[src/rtl/mem_req_arbiter.sv]
// mem_req_arbiter
//   Round-robin arbiter and sequencer that shares one single-port memory
//   between NUM_REQ requesters, one command at a time. Reads return data to
//   the issuing requester. The two memory enables are never high together.
//
// Ports
//   CLK, Rst          clock (rising edge), synchronous active-high reset
//   Req/Req_wr        per-requester request and type (1 = write)
//   Req_addr/wdata    flattened per-requester address / write data
//   Gnt               one-hot pulse, command of requester k accepted
//   Rd_data/valid/err read return (data, one-hot owner, memory gave no valid)
//   Busy              high whenever the sequencer is not IDLE
//   Mem_*             connection to the memory instance
//
// state   | meaning
// --------+-----------------------------------------------------------
// IDLE    | sample Req, pick round-robin winner and latch its command
// ISSUE   | Gnt pulse, exactly one memory enable asserted
// WAIT_RD | enables low, capture memory data/valid at end of cycle
// RETURN  | Rd_valid pulse to the requester that issued the read

module mem_req_arbiter #(
  parameter int DATA_WIDTH = 32,
  parameter int ADDR_WIDTH = 5,
  parameter int NUM_REQ    = 2
) (
  input  logic                           CLK,
  input  logic                           Rst,
  input  logic [NUM_REQ-1:0]             Req,
  input  logic [NUM_REQ-1:0]             Req_wr,
  input  logic [NUM_REQ*ADDR_WIDTH-1:0]  Req_addr,
  input  logic [NUM_REQ*DATA_WIDTH-1:0]  Req_wdata,
  output logic [NUM_REQ-1:0]             Gnt,
  output logic [DATA_WIDTH-1:0]          Rd_data,
  output logic [NUM_REQ-1:0]             Rd_valid,
  output logic                           Rd_err,
  output logic                           Busy,
  output logic                           Mem_Wr_En,
  output logic                           Mem_Rd_En,
  output logic [ADDR_WIDTH-1:0]          Mem_Address,
  output logic [DATA_WIDTH-1:0]          Mem_Data_in,
  input  logic [DATA_WIDTH-1:0]          Mem_Data_out,
  input  logic                           Mem_Valid_out
);

  localparam int IDX_W = (NUM_REQ > 1) ? $clog2(NUM_REQ) : 1;

  typedef enum logic [1:0] {IDLE, ISSUE, WAIT_RD, RETURN} state_t;

  state_t           state;
  logic [IDX_W-1:0] last_gnt;
  logic [IDX_W-1:0] cur;
  logic             cur_wr;
  logic [IDX_W-1:0] win;
  logic [IDX_W-1:0] cand;
  logic             win_vld;

  // Scan from the farthest candidate to the nearest so the requester closest
  // after last_gnt overwrites any earlier hit and ends up as the winner.
  always_comb begin
    win     = '0;
    win_vld = 1'b0;
    cand    = '0;
    for (int i = NUM_REQ; i >= 1; i--) begin
      cand = IDX_W'((int'(last_gnt) + i) % NUM_REQ);
      if (Req[cand]) begin
        win     = cand;
        win_vld = 1'b1;
      end
    end
  end

  always_ff @(posedge CLK) begin
    if (Rst) begin
      state       <= IDLE;
      last_gnt    <= IDX_W'(NUM_REQ - 1);
      cur         <= '0;
      cur_wr      <= 1'b0;
      Gnt         <= '0;
      Rd_data     <= '0;
      Rd_valid    <= '0;
      Rd_err      <= 1'b0;
      Busy        <= 1'b0;
      Mem_Wr_En   <= 1'b0;
      Mem_Rd_En   <= 1'b0;
      Mem_Address <= '0;
      Mem_Data_in <= '0;
    end else begin
      case (state)
        IDLE: begin
          if (win_vld) begin
            cur         <= win;
            cur_wr      <= Req_wr[win];
            last_gnt    <= win;
            Gnt         <= NUM_REQ'(1) << win;
            Mem_Wr_En   <= Req_wr[win];
            Mem_Rd_En   <= ~Req_wr[win];
            Mem_Address <= Req_addr[win*ADDR_WIDTH +: ADDR_WIDTH];
            Mem_Data_in <= Req_wdata[win*DATA_WIDTH +: DATA_WIDTH];
            Busy        <= 1'b1;
            state       <= ISSUE;
          end
        end
        ISSUE: begin
          // Mem_Address intentionally keeps its value after the access.
          Gnt         <= '0;
          Mem_Wr_En   <= 1'b0;
          Mem_Rd_En   <= 1'b0;
          Mem_Data_in <= '0;
          if (cur_wr) begin
            Busy  <= 1'b0;
            state <= IDLE;
          end else begin
            state <= WAIT_RD;
          end
        end
        WAIT_RD: begin
          Rd_valid <= NUM_REQ'(1) << cur;
          Rd_data  <= Mem_Valid_out ? Mem_Data_out : '0;
          Rd_err   <= ~Mem_Valid_out;
          state    <= RETURN;
        end
        RETURN: begin
          Rd_valid <= '0;
          Rd_data  <= '0;
          Rd_err   <= 1'b0;
          Busy     <= 1'b0;
          state    <= IDLE;
        end
        default: state <= IDLE;
      endcase
    end
  end

endmodule

[config.mk]
export PLATFORM = sky130hd
export DESIGN_NAME = mem_req_arbiter
export DESIGN_NICKNAME = d
export VERILOG_FILES = /design/src/rtl/mem_req_arbiter.sv
export SDC_FILE = /design/constraint.sdc
export NUM_CORES = 1
export LEC_CHECK = 0
export BUFFER_PORTS_ARGS = -buffer_cell sky130_fd_sc_hd__buf_2
export CAP_MARGIN = 25
export CORE_MARGIN = 5
export CORE_UTILIZATION = 30
export DETAILED_ROUTE_END_ITERATION = 10
export PLACE_DENSITY = 0.57
export SLEW_MARGIN = 20
export SYNTH_ARGS = -nofsm -noshare
export SYNTH_HDL_FRONTEND = slang
export SYNTH_SLANG_ARGS = --single-unit
[constraint.sdc]
create_clock -name CLK -period 2.1 [get_ports CLK]
set_clock_uncertainty 0.1 [all_clocks]
set_input_delay 0.42 -clock CLK [delete_from_list [all_inputs] [get_ports CLK]]
set_output_delay 0.42 -clock CLK [all_outputs]
set_load 0.005 [all_outputs]
==> results.cfg <==
[cells_and_area]
fillers = 1117
nets = 646
regArea_mm2 = 0.00164
insertedDiodeCount = 0
final_area_mm2 = 0.00453
syn_to_final_growth_pct = 38.4
drive_gt1_share_pct = 43.8
multi_input_area_mm2 = 0.00142

[clock_tree]
root_buffer = clkbuf_8
ctsHtreeMaxLevel = 3
ctsHoldBuffers = 0
postCtsResizedCells = 0
cts_buffer_depth = 2
insertion_delay_ps = 340
cts_setup_buffers = 0
cts.sinks = 82
cts_tree = done
clkSlewWorstSetupHoldPaths_ps = 80
cts_buffers = 9

[synth]
synth_common_cells = dfxtp_1 (82), nor2_1 (81), a22oi_1 (34), nor3_1 (32), a221oi_1 (21)
synth_nets = 467
yosysTopAreaCell = dfxtp_1
synth_edf_count = 0
yosysUniqueCellTypes = 30
async_flop_share_pct = 0
synth_area_leaders = dfxtp_1 (50%), nor2_1 (9.3%), a22oi_1 (7.8%), a221oi_1 (5.6%), nor3_1 (4.9%)
avgSynthCellArea_um2 = 9.25
synth_ff_type = dfxtp_1
yosysMostFrequentCell = dfxtp_1
synth-seq-cells = 82
yosys.area.top_type_share_pct = 50.1
synthCells = 354
synth_area_mm2 = 0.00327
synth_seq_area_share_pct = 50.1
ys_warn_count = 0

[status]
status = finished clean

[critical_path]
timing.rr.end = Mem_Data_in[7]$_SDFFE_PP0P_
critPathCaptureType = flop
worst_ep_required_time_ps = 2220
crit_chain = buf_4 -> nor2b_2 -> nor2_2 -> buf_4 -> a221oi_1 -> nor3_1
start_kind = flop
critPathKind = flop to flop
r2r_cells = 6
rr_startpoint = state[0]$_SDFFE_PP0P_
critPathSlowestCell = a221oi_1
critPathMaxFanout = 24
cp.arrival_ps = 1910
reg2reg_slack_ps = 310
crit_family = buffers and inverters
cpMostUsedCell = buf_4
crit_buf_inv = 2
critPathMaxStageDelay_ps = 360

[hold_path]
hp-start = Mem_Data_out[21]
holdPathEnd = Rd_data[21]$_SDFFE_PP0P_
holdCritPathClass = primary input to flop
worstHoldPathCells = 3

[power]
power-per-cell-area_mw_per_mm2 = 806
p_leak_nw = 2.15
vdd_drop_max_mv = 0.332
p_total_mw = 3.65

[sta]
period_share_pct = 85.2
hold_violations = 0
fin_crit_ps = 1790
slew_headroom_pct = 46.7
setup_viol = 0
setup_tns_ps = 0
rsz0062_at_grt = false
setup_slack_ps = 311
worst_pin_slew_ps = 798
drv_slew = 0
fmaxAchievable_mhz = 559
worst_hold_slack_ps = 209

[floorplan]
ios = 190
die_w_um = 114
start_util_pct = 30.5
fp.dieArea_mm2 = 0.0131
fp.dieH_um = 114
placement_rows = 38
core_mm2 = 0.0107

[global_route]
grt_overflow = 0
grt_usage_pct = 14.8
grt_antenna_before_repair = 0
grt_max_degree = 83
grt_pass1_wl_um = 15800
grt_pass1_vias = 3287

[drt]
wl_um = 9950
antenna_left = 0
viasPerCell = 4.82
drcViolationCount = 0
vias = 3263
drt-initial-drc-count = 174
wire_per_inst_um = 14.7
dr.pass1.iters = 4

[placement]
gp_congestion = 0.784
port_buffers = 189
pre_cts_slack_ps = 82.3
place_area_mm2 = 0.00434
dp_hpwl_um = 7210

[flow_run]
cap_violations = 0
cell families (layout without fill, tap and decap cells):
kind of cell | Yosys count | after routing | synth area share (%)
AOI/OAI and AO/OA | 92 | 92 | 23.5
buffers and inverters | 43 | 226 | 6.65
DFF | 82 | 82 | 50.1
muxes | 7 | 7 | 2.18
and+or+nand+nor | 130 | 130 | 17.5
worst max path at each step:
stage	end	start	slack, ps	cells past startpoint
2_1_floorplan	Mem_Data_in[24]$_SDFFE_PP0P_	Req[1]	570	5
3_3_place_gp	Mem_Data_in[22]$_SDFFE_PP0P_	Req[0]	220	6
3_5_place_dp	Mem_Data_in[17]$_SDFFE_PP0P_	Req[0]	80	6
4_1_cts	Mem_Data_in[7]$_SDFFE_PP0P_	state[0]$_SDFFE_PP0P_	300	6
5_1_grt	Mem_Data_in[21]$_SDFFE_PP0P_	state[0]$_SDFFE_PP0P_	160	6
6_report	Mem_Data_in[7]$_SDFFE_PP0P_	state[0]$_SDFFE_PP0P_	310	6
report_power, final:
| part | switching [mW] | total, mW | internal (mW) | leakage, nW |
|---|---|---|---|---|
| sequential | 0.0664 | 1.75 | 1.68 | 0.673 |
| combinational | 0.408 | 0.767 | 0.359 | 1.39 |
| clock | 0.562 | 1.14 | 0.576 | 0.0877 |
| total | 1.04 | 3.65 | 2.62 | 2.15 |
layout make-up:
type                       instances  area share (%)
tap                              140            3.87
multi-input combinational        229            31.4
clock inverter                     4            1.16
clock buffer                      11            3.12
sequential                        82            36.2
inverter                          10           0.828
timing repair buffer             201            23.4
metrics by stage:
stage	util [%]	instances
4_1_cts	42.2	677
3_5_place_dp	40.4	662
3_3_place_gp	40.4	662
5_1_grt	42.2	677
6_report	42.2	677
2_1_floorplan	-	354
placed cells by master, fill, tap and decap left out, drive strengths merged, types with 3 or more instances in the layout:
master / instances
a211oi: 7
a21oi: 12
a221oi: 31
a22oi: 34
a2bb2oi: 3
buf: 201
clkbuf: 11
clkinvlp: 3
dfxtp: 82
inv: 10
mux2i: 6
nand2: 5
nand2b: 3
nor2: 83
nor2b: 4
nor3: 34
flip-flops by register name, indices dropped and copies added, names as in the netlist, named ones only:
name,flops
Mem_Data_in,32
Rd_data,32
Mem_Address,5
Gnt,2
Rd_valid,2
Busy,1
Mem_Rd_En,1
Mem_Wr_En,1
Rd_err,1
cur,1
cur_wr,1
last_gnt,1
state,1
metal layers:
layer | up-vias | GRT usage (%) | wire (µm)
li1 | 1638 | - | -
met1 | 1482 | 18.3 | 4250
met2 | 137 | 23.3 | 4390
met3 | 6 | 6.29 | 1230
met4 | 0 | 4.91 | 78
met5 | - | 0 | 0
worst min-delay path, cell delays in order:
cell and delay [ps]:
buf_2 70, a22oi_1 50, nor2_1 70
(Power assumes the default switching activity.)
